==> config.mk <==
export PLATFORM = sky130hd
export DESIGN_NAME = regfile_sb
export DESIGN_NICKNAME = d
export VERILOG_FILES = /design/src/rtl/regfile_sb_pkg.sv /design/src/rtl/sb_counter.sv /design/src/rtl/regfile_sb.sv
export SDC_FILE = /design/constraint.sdc
export NUM_CORES = 2
export LEC_CHECK = 0
export BUFFER_PORTS_ARGS = -buffer_cell sky130_fd_sc_hd__buf_2
export CORE_ASPECT_RATIO = 1.2
export CORE_UTILIZATION = 45
export DETAILED_ROUTE_END_ITERATION = 10
export GPL_TIMING_DRIVEN = 0
export PLACE_DENSITY = 0.69
export SLEW_MARGIN = 30
export SYNTH_ARGS = -nofsm -noshare
export SYNTH_HDL_FRONTEND = slang
export SYNTH_SLANG_ARGS = --single-unit
export TNS_END_PERCENT = 10
==> constraint.sdc <==
create_clock -name clk -period 4.65 [get_ports clk]
set_input_delay 0.93 -clock clk [delete_from_list [all_inputs] [get_ports clk]]
set_output_delay 0.93 -clock clk [all_outputs]
set_load 0.01 [all_outputs]
==> src/rtl/regfile_sb_pkg.sv <==
// Shared definitions for the register file / scoreboard slice: WB bus layout and sizing.
package regfile_sb_pkg;

   localparam int unsigned WB_TO_REGFILE_BUS_WD = 41;
   localparam int unsigned NREG                 = 32;
   localparam int unsigned SB_CNT_W             = 2;
   localparam int unsigned REG_AW               = 5;

   typedef struct packed {
      logic [3:0]  wen;
      logic [4:0]  dest;
      logic [31:0] wdata;
   } wb_bus_t;

endpackage

==> src/rtl/sb_counter.sv <==
// Saturating up/down pending-writer counter with synchronous clear and an overflow pulse.
module sb_counter
   import regfile_sb_pkg::*;
#(
   parameter int unsigned CNT_W = SB_CNT_W
) (
   input  logic             clk,
   input  logic             resetn,
   input  logic             clr,
   input  logic             inc,
   input  logic             dec,
   output logic [CNT_W-1:0] cnt,
   output logic             overflow
);

   localparam logic [CNT_W-1:0] CntMax = '1;
   localparam logic [CNT_W-1:0] CntOne = {{(CNT_W-1){1'b0}}, 1'b1};

   logic [CNT_W-1:0] cnt_q, cnt_d;

   // Simultaneous inc/dec cancel; dec at zero is a retire of a writer flushed earlier.
   always_comb begin
      cnt_d    = cnt_q;
      overflow = 1'b0;
      if (clr) begin
         cnt_d = '0;
      end else if (inc && !dec) begin
         if (cnt_q == CntMax) begin
            overflow = 1'b1;
         end else begin
            cnt_d = cnt_q + CntOne;
         end
      end else if (dec && !inc && (cnt_q != '0)) begin
         cnt_d = cnt_q - CntOne;
      end
   end

   always_ff @(posedge clk or negedge resetn) begin
      if (!resetn) begin
         cnt_q <= '0;
      end else begin
         cnt_q <= cnt_d;
      end
   end

   assign cnt = cnt_q;

endmodule

==> src/rtl/regfile_sb.sv <==
// Architectural register file with byte-merge write-first bypass and a per-register
// pending-writer scoreboard that flags read operands still owned by an in-flight writer.
module regfile_sb
   import regfile_sb_pkg::*;
#(
   parameter int unsigned NREG  = regfile_sb_pkg::NREG,
   parameter int unsigned CNT_W = SB_CNT_W
) (
   input  logic                            clk,
   input  logic                            resetn,
   input  logic [WB_TO_REGFILE_BUS_WD-1:0] wb_to_regfile_bus,
   input  logic                            id_issue_valid,
   input  logic                            id_issue_gr_we,
   input  logic [REG_AW-1:0]               id_issue_dest,
   input  logic                            flush,
   input  logic [REG_AW-1:0]               raddr1,
   input  logic [REG_AW-1:0]               raddr2,
   output logic [31:0]                     rdata1,
   output logic [31:0]                     rdata2,
   output logic                            rs1_busy,
   output logic                            rs2_busy,
   output logic                            sb_overflow
);

   wb_bus_t wb;
   logic    retire;
   logic    inc;
   logic    dec;

   logic [31:0]      rf_q [NREG];
   logic [CNT_W-1:0] cnt  [NREG];
   logic [NREG-1:0]  ovf;
   logic             sb_overflow_q;

   assign wb     = wb_bus_t'(wb_to_regfile_bus);
   // Bus content is meaningless while reset is held, so it must not reach the bypass.
   assign retire = (wb.wen != 4'b0000) && resetn;
   assign dec    = retire && (wb.dest != '0);
   assign inc    = id_issue_valid && id_issue_gr_we && (id_issue_dest != '0);

   function automatic logic [31:0] merge_bytes(input logic [31:0] old_val,
                                               input logic [31:0] new_val,
                                               input logic [3:0]  lanes);
      logic [31:0] res;
      res = old_val;
      for (int b = 0; b < 4; b++) begin
         if (lanes[b]) res[8*b +: 8] = new_val[8*b +: 8];
      end
      return res;
   endfunction

   always_ff @(posedge clk or negedge resetn) begin
      if (!resetn) begin
         for (int r = 0; r < NREG; r++) rf_q[r] <= '0;
      end else if (dec) begin
         for (int b = 0; b < 4; b++) begin
            if (wb.wen[b]) rf_q[wb.dest][8*b +: 8] <= wb.wdata[8*b +: 8];
         end
      end
   end

   assign cnt[0] = '0;
   assign ovf[0] = 1'b0;

   for (genvar r = 1; r < NREG; r++) begin : g_cnt
      sb_counter #(
         .CNT_W (CNT_W)
      ) u_cnt (
         .clk      (clk),
         .resetn   (resetn),
         .clr      (flush),
         .inc      (inc && (id_issue_dest == REG_AW'(r))),
         .dec      (dec && (wb.dest == REG_AW'(r))),
         .cnt      (cnt[r]),
         .overflow (ovf[r])
      );
   end

   always_ff @(posedge clk or negedge resetn) begin
      if (!resetn) begin
         sb_overflow_q <= 1'b0;
      end else if (|ovf) begin
         sb_overflow_q <= 1'b1;
      end
   end

   assign sb_overflow = sb_overflow_q;

   logic hit1, hit2;

   assign hit1 = retire && (wb.dest == raddr1);
   assign hit2 = retire && (wb.dest == raddr2);

   always_comb begin
      rdata1 = '0;
      rdata2 = '0;
      if (raddr1 != '0) rdata1 = hit1 ? merge_bytes(rf_q[raddr1], wb.wdata, wb.wen) : rf_q[raddr1];
      if (raddr2 != '0) rdata2 = hit2 ? merge_bytes(rf_q[raddr2], wb.wdata, wb.wen) : rf_q[raddr2];
   end

   // A writer retiring this cycle is served by the bypass, so it is discounted from busy.
   assign rs1_busy = (raddr1 != '0) && (cnt[raddr1] > {{(CNT_W-1){1'b0}}, hit1});
   assign rs2_busy = (raddr2 != '0) && (cnt[raddr2] > {{(CNT_W-1){1'b0}}, hit2});

endmodule

Word-level counts from Yosys, hierarchy flattened. Cells that the tools add are included.

Flip-flop bits (word level): 1087. Output and inout port bits: 67. Word-level logic and storage cells: 846.

Add/subtract/negate cells: 62. Order comparisons: 6. Equal/unequal tests: 126. Multiplexer cells: 260. Bitwise gates (word level): 3. Reductions and logical operators: 325.

Operators with widths (number): $mux 1024 (7); $bwmux 1024 (4); $demux 32 s5 (4); $bmux 32 s5 (2); $mux 32 (9); $mux 2 (128); $logic_and 1x1->1 (164); $eq 5x5->1 const B (32); $mux 1 (93); $ne 3x3->1 const B (31); $reduce_bool 3->1 (31); $eq 5x4->1 const B (16); $mux 8 (9); $add 2x1->2 const B (31); $eq 2x2->1 const B (31); $logic_not 1->1 (62); $reduce_and 2->1 (31); $reduce_bool 2->1 (31); $sub 2x1->2 const B (31); $eq 5x3->1 const B (8); $reduce_or 31->1 (1); $mux 24 (1); $bmux 2 s5 (2); $eq 5x2->1 const B (4); 9 further kinds (19).

Logic depth before layout (Yosys ltp).
Depth after elaboration: 16. Depth in mapped cells: 10. Gate-level depth less buffers: 7.

Modules after synthesis. A second synthesis with hierarchy kept.

Cells, all modules: 4717. Area total of the unflattened synthesis: 61614.1 um2.

Modules (own cells, without submodules): regfile_sb (instances 1, cells each 4283, area each 57696.6 um2); sb_counter (instances 31, cells each 14, area each 126.4 um2).

Worst setup path after synthesis. Ideal clock, no wire load.

Path kind: input port to output port. Start point: input port raddr2[1]. End point: output port rs2_busy. Data arrival time: 3.789 ns. Data required time: 3.720 ns. Setup slack: -0.069 ns. Cell stages on the path: 10. Path buffers: 4. Path through: clkbuf_1 -> clkbuf_1 -> clkbuf_1 -> buf_1 -> mux4_2 -> mux4_2 -> mux2i_1 -> ha_1 -> or2_2 -> a21oi_1.

Cells in the longest elaborated chain, start to end: 6. Elaborated cells on any way between the ends: 9. Classes of those cells: order compare: 1; eq/ne: 1; mux: 3; bitwise: 1; reduce/logical: 3.

Ends and longest elaborated chain: start: declaration (RTL line regfile_sb.sv:17) `input logic [REG_AW-1:0] raddr2,`; $not 5->6 (not written as such) (RTL line regfile_sb.sv:103) `assign rs2_busy = (raddr2 != '0) && (cnt[raddr2] > {{(CNT_W-1){1'b0}}, hit2});`; $bmux 2 s5 (RTL line regfile_sb.sv:103); $mux 2 (not written as such) (2 in a row) (RTL line regfile_sb.sv:103); $gt 2x1->1 (RTL line regfile_sb.sv:103); $logic_and 1x1->1 (*) (RTL line regfile_sb.sv:103); end: declaration (RTL line regfile_sb.sv:21) `output logic rs2_busy,`.

Every way passes the cells marked *; elsewhere a longest branch is shown, timed or not. The select of a mux whose other input is x is not followed.

Worst setup path in the final report.
Start point: input port raddr1[4]. End point: output port rdata1[26].

Cells in the longest elaborated chain, start to end: 7. Elaborated cells on any way between the ends: 10. Classes of those cells: eq/ne: 1; mux: 6; bitwise: 1; reduce/logical: 2.

Ends and longest elaborated chain: start: declaration (RTL line regfile_sb.sv:16) `input logic [REG_AW-1:0] raddr1,`; $not 5->6 (not written as such) (RTL line regfile_sb.sv:97) `if (raddr1 != '0) rdata1 = hit1 ? merge_bytes(rf_q[raddr1], wb.wdata, wb.wen) : rf_q[raddr1];`; $bmux 32 s5 (RTL line regfile_sb.sv:97); $mux 32 (not written as such) (2 in a row) (RTL line regfile_sb.sv:97); $mux 8 (RTL line regfile_sb.sv:47) `if (lanes[b]) res[8*b +: 8] = new_val[8*b +: 8];`; $mux 32 (RTL line regfile_sb.sv:97); $mux 32 (*) (RTL line regfile_sb.sv:97); end: declaration (RTL line regfile_sb.sv:18) `output logic [31:0] rdata1,`.

Marked as above.

==> impl_metrics.json <==
{
  "die-area_sq_mm": 0.134,
  "synth_edf_count": 0,
  "power_frac_comb": 0.192,
  "slowest_delay_ns": 0.90,
  "viasPerCell": 6.79,
  "detail-route-antenna-nets": 0,
  "setup_viol": 48,
  "worst_slew_pin_slew_ns": 1.09,
  "rr_worst_depth": 5,
  "die_height_um": 402,
  "cp_max_fo": 10,
  "synthTopCellsByCount": "dfrtp_1 (1087), mux2_2 (912), mux4_2 (614), nand2_1 (295), clkbuf_1 (264)",
  "num_rows": 146,
  "pwr-share-clk": 0.367,
  "timing.fmax_ghz": 0.202,
  "synth_top_area_frac": 0.454,
  "holdWs_ns": 0.0521,
  "core_sq_mm": 0.132,
  "syn_nets": 4223,
  "drt-initial-drc-count": 5757,
  "avgRoutedWirePerCell_um": 36.2,
  "first_pass_iters": 7,
  "dpl.cell_count": 6139,
  "clk_root_buffer_cell": "clkbuf_16",
  "status": "complete, but fails checks",
  "drive_gt1_frac": 0.474,
  "wirelength_mm": 230,
  "grt_pass1_vias": 42965,
  "overflow": 0,
  "finalPower_uw": 25900,
  "synth_area_sq_mm": 0.0598,
  "async_flop_share": 1.00,
  "worst_skew_pair.late_latency_ns": 0.73,
  "grt_max_degree": 128,
  "p_sw_uw": 7350,
  "setup_slack_ns": -0.304,
  "postSynthCellCount": 4160,
  "grt_pass1_wl_mm": 323,
  "power_density_mw_per_mm2": 374,
  "finalMaxSlewViolations": 0,
  "ys_seq_area_frac": 0.454,
  "cts_buffer_depth": 3,
  "ir_drop_v": 0.000305,
  "violations": "negative setup slack",
  "power_leakage_uw": 0.0307,
  "relSlewSlack": 0.269,
  "cpMostUsedCell": "buf_2",
  "io_pins": 128,
  "vias": 43180,
  "netlist.top_cell.by_area": "dfrtp_1",
  "critPathKind": "input pin to output pin",
  "power.internal_uw": 18500,
  "place_hpwl_mm": 175,
  "fin_crit_sh": 1.07,
  "yosysMostFrequentCell": "dfrtp_1",
  "finClkSkew_ns": 0.0213,
  "cts_inserted_buffers": 110,
  "cts_sinks": 1087,
  "ys_top_cells_by_area": "dfrtp_1 (45%), mux4_2 (23%), mux2_2 (17%), nand2_1 (1.9%), clkbuf_1 (1.7%)",
  "switching_share": 0.284,
  "cts_tree": "built",
  "cp_data_required_time_ns": 3.72,
  "place_congestion": 1.03,
  "rsz0062_at_grt": "yes",
  "hold_class": "input pin to async pin",
  "finalHoldViolCount": 0,
  "clkTransAtPathRegs_ns": 0.06,
  "p_seq_frac": 0.441,
  "portBuffers": 114,
  "synthDistinctLibCells": 59,
  "end_kind": "output pin",
  "final_nets": 4550,
  "die_x_um": 335,
  "antenna_found_initial": 24,
  "cts.htree.levels": 3,
  "startpoint_type": "input pin",
  "grt_usage": 0.344,
  "period_needed_ns": 4.95,
  "syn_to_final_growth_pct": 15.6,
  "initial_core_util": 0.454,
  "drcViolationCount": 0,
  "syn_area_per_cell_sq_um": 14.4,
  "path_cells": "buf_2 > clkbuf_2 > nor2_1 > and2_1 > a21oi_4 > nand3_1 > nand2_1 > buf_2",
  "cpMaxStageDelayCell": "nor2_1",
  "maxCapViolations": 0,
  "crit_arrival_ns": 4.02,
  "synth-seq-cells": 1087,
  "yosysWarnings": 0,
  "synthFlopType": "dfrtp_1",
  "fin_cells": 6364
}
## area by class of cell
cell class | count | area [sq um]
Inverter | 34 | 128
Antenna cell | 13 | 32.5
Timing Repair Buffer | 220 | 2430
Clock buffer | 158 | 3270
Clock inverter | 42 | 547
Multi-Input combinational cell | 2677 | 31500
Fill cell | 10993 | 62700
Tap cell | 1776 | 2220
Sequential cell | 1087 | 27200
Buffer | 357 | 1840
## kinds of logic (layout without fill, tap and decap cells)
logic type | after synthesis | count (layout) | share of synthesized area
other | 0 | 13 | 0
muxes | 1679 | 1679 | 0.430
AOI/OAI and AO/OA | 337 | 337 | 0.0353
DFF | 1087 | 1087 | 0.454
buffers and inverters | 396 | 811 | 0.0256
xor gates and xnor gates | 10 | 10 | 0.00146
and+or+nand+nor | 649 | 649 | 0.0527
adders and majority gates | 2 | 2 | 0.000418
## state kept, by name, summed over array words and instances, names as in the netlist
register and count:
sb_overflow 1, rf_q 1024, g_cnt.u_cnt.cnt 62
## power by group through the flow
stage / clock, uW / combinational [uW] / sequential [uW]
after floorplan: 0 / 3050 / 11200
final: 9500 / 4970 / 11400
after global routing: 9890 / 5120 / 11500
after CTS: 9550 / 4830 / 11400
after global placement: 0 / 4500 / 11400
after detailed placement: 0 / 4730 / 11500
## critical path: cells and delay by family
kind / cells / cell delay, ns
simple gates: 4 / 2.11
buf+inv: 3 / 0.77
compound gates: 1 / 0.20
## placed cells by master (no fill, tap or decap), types with 43 or more instances in the layout
cell	n
buf_4	68
clkbuf_1	201
mux4_2	614
mux2i_1	67
nand2_1	295
mux2_2	912
clkbuf_16	113
buf_2	165
clkbuf_2	54
mux2_1	86
dfrtp_1	1087
o22ai_1	86
nand3_1	51
o21ai_0	43
nor2_1	71
a21oi_1	88
## stage by stage
step	worst slack [ns]	area, sq um	utilization	TNS, ns
final	-0.304	69200	0.524	-6.02
after floorplan	0.0709	59900	-	0
after CTS	-0.0402	69000	0.523	-0.167
after global routing	-0.122	69100	0.524	-1.01
after detailed placement	-1.56	64500	0.489	-156.53
after global placement	-23.40	62600	0.475	-
## routing by layer
metal | wire length (um) | vias up | track usage
li1 | - | 16859 | -
met2 | 101000 | 2764 | 0.507
met5 | 86 | - | 0
met4 | 22500 | 14 | 0.274
met1 | 80700 | 22690 | 0.420
met3 | 26100 | 853 | 0.106
## final timing paths
check | startpoint | to | slack (ns)
worst max-delay path | raddr1[4] | rdata1[26] | -0.30
worst min-delay path | resetn | rf_q[770]$_DFFE_PN0P_ | 0.05
worst max register to register | g_cnt[11].u_cnt.cnt[0]$_DFFE_PN0P_ | sb_overflow$_DFFE_PN0P_ | 2.42
worst min register to register | rf_q[997]$_DFFE_PN0P_ | rf_q[997]$_DFFE_PN0P_ | 0.48
max in group asynchronous | resetn | rf_q[307]$_DFFE_PN0P_ | 2.80
min in group clk | rf_q[997]$_DFFE_PN0P_ | rf_q[997]$_DFFE_PN0P_ | 0.48
## timing repair
item,4_1_cts,5_1_grt
buffers inserted,6,4
endpoints found under the setup margin,66,51
pin swaps,3,2
cloned,6,0
hold buffers,0,0
resized for setup,149,24
endpoints found under the hold margin,0,0
Power figures use the tool's default switching activity.
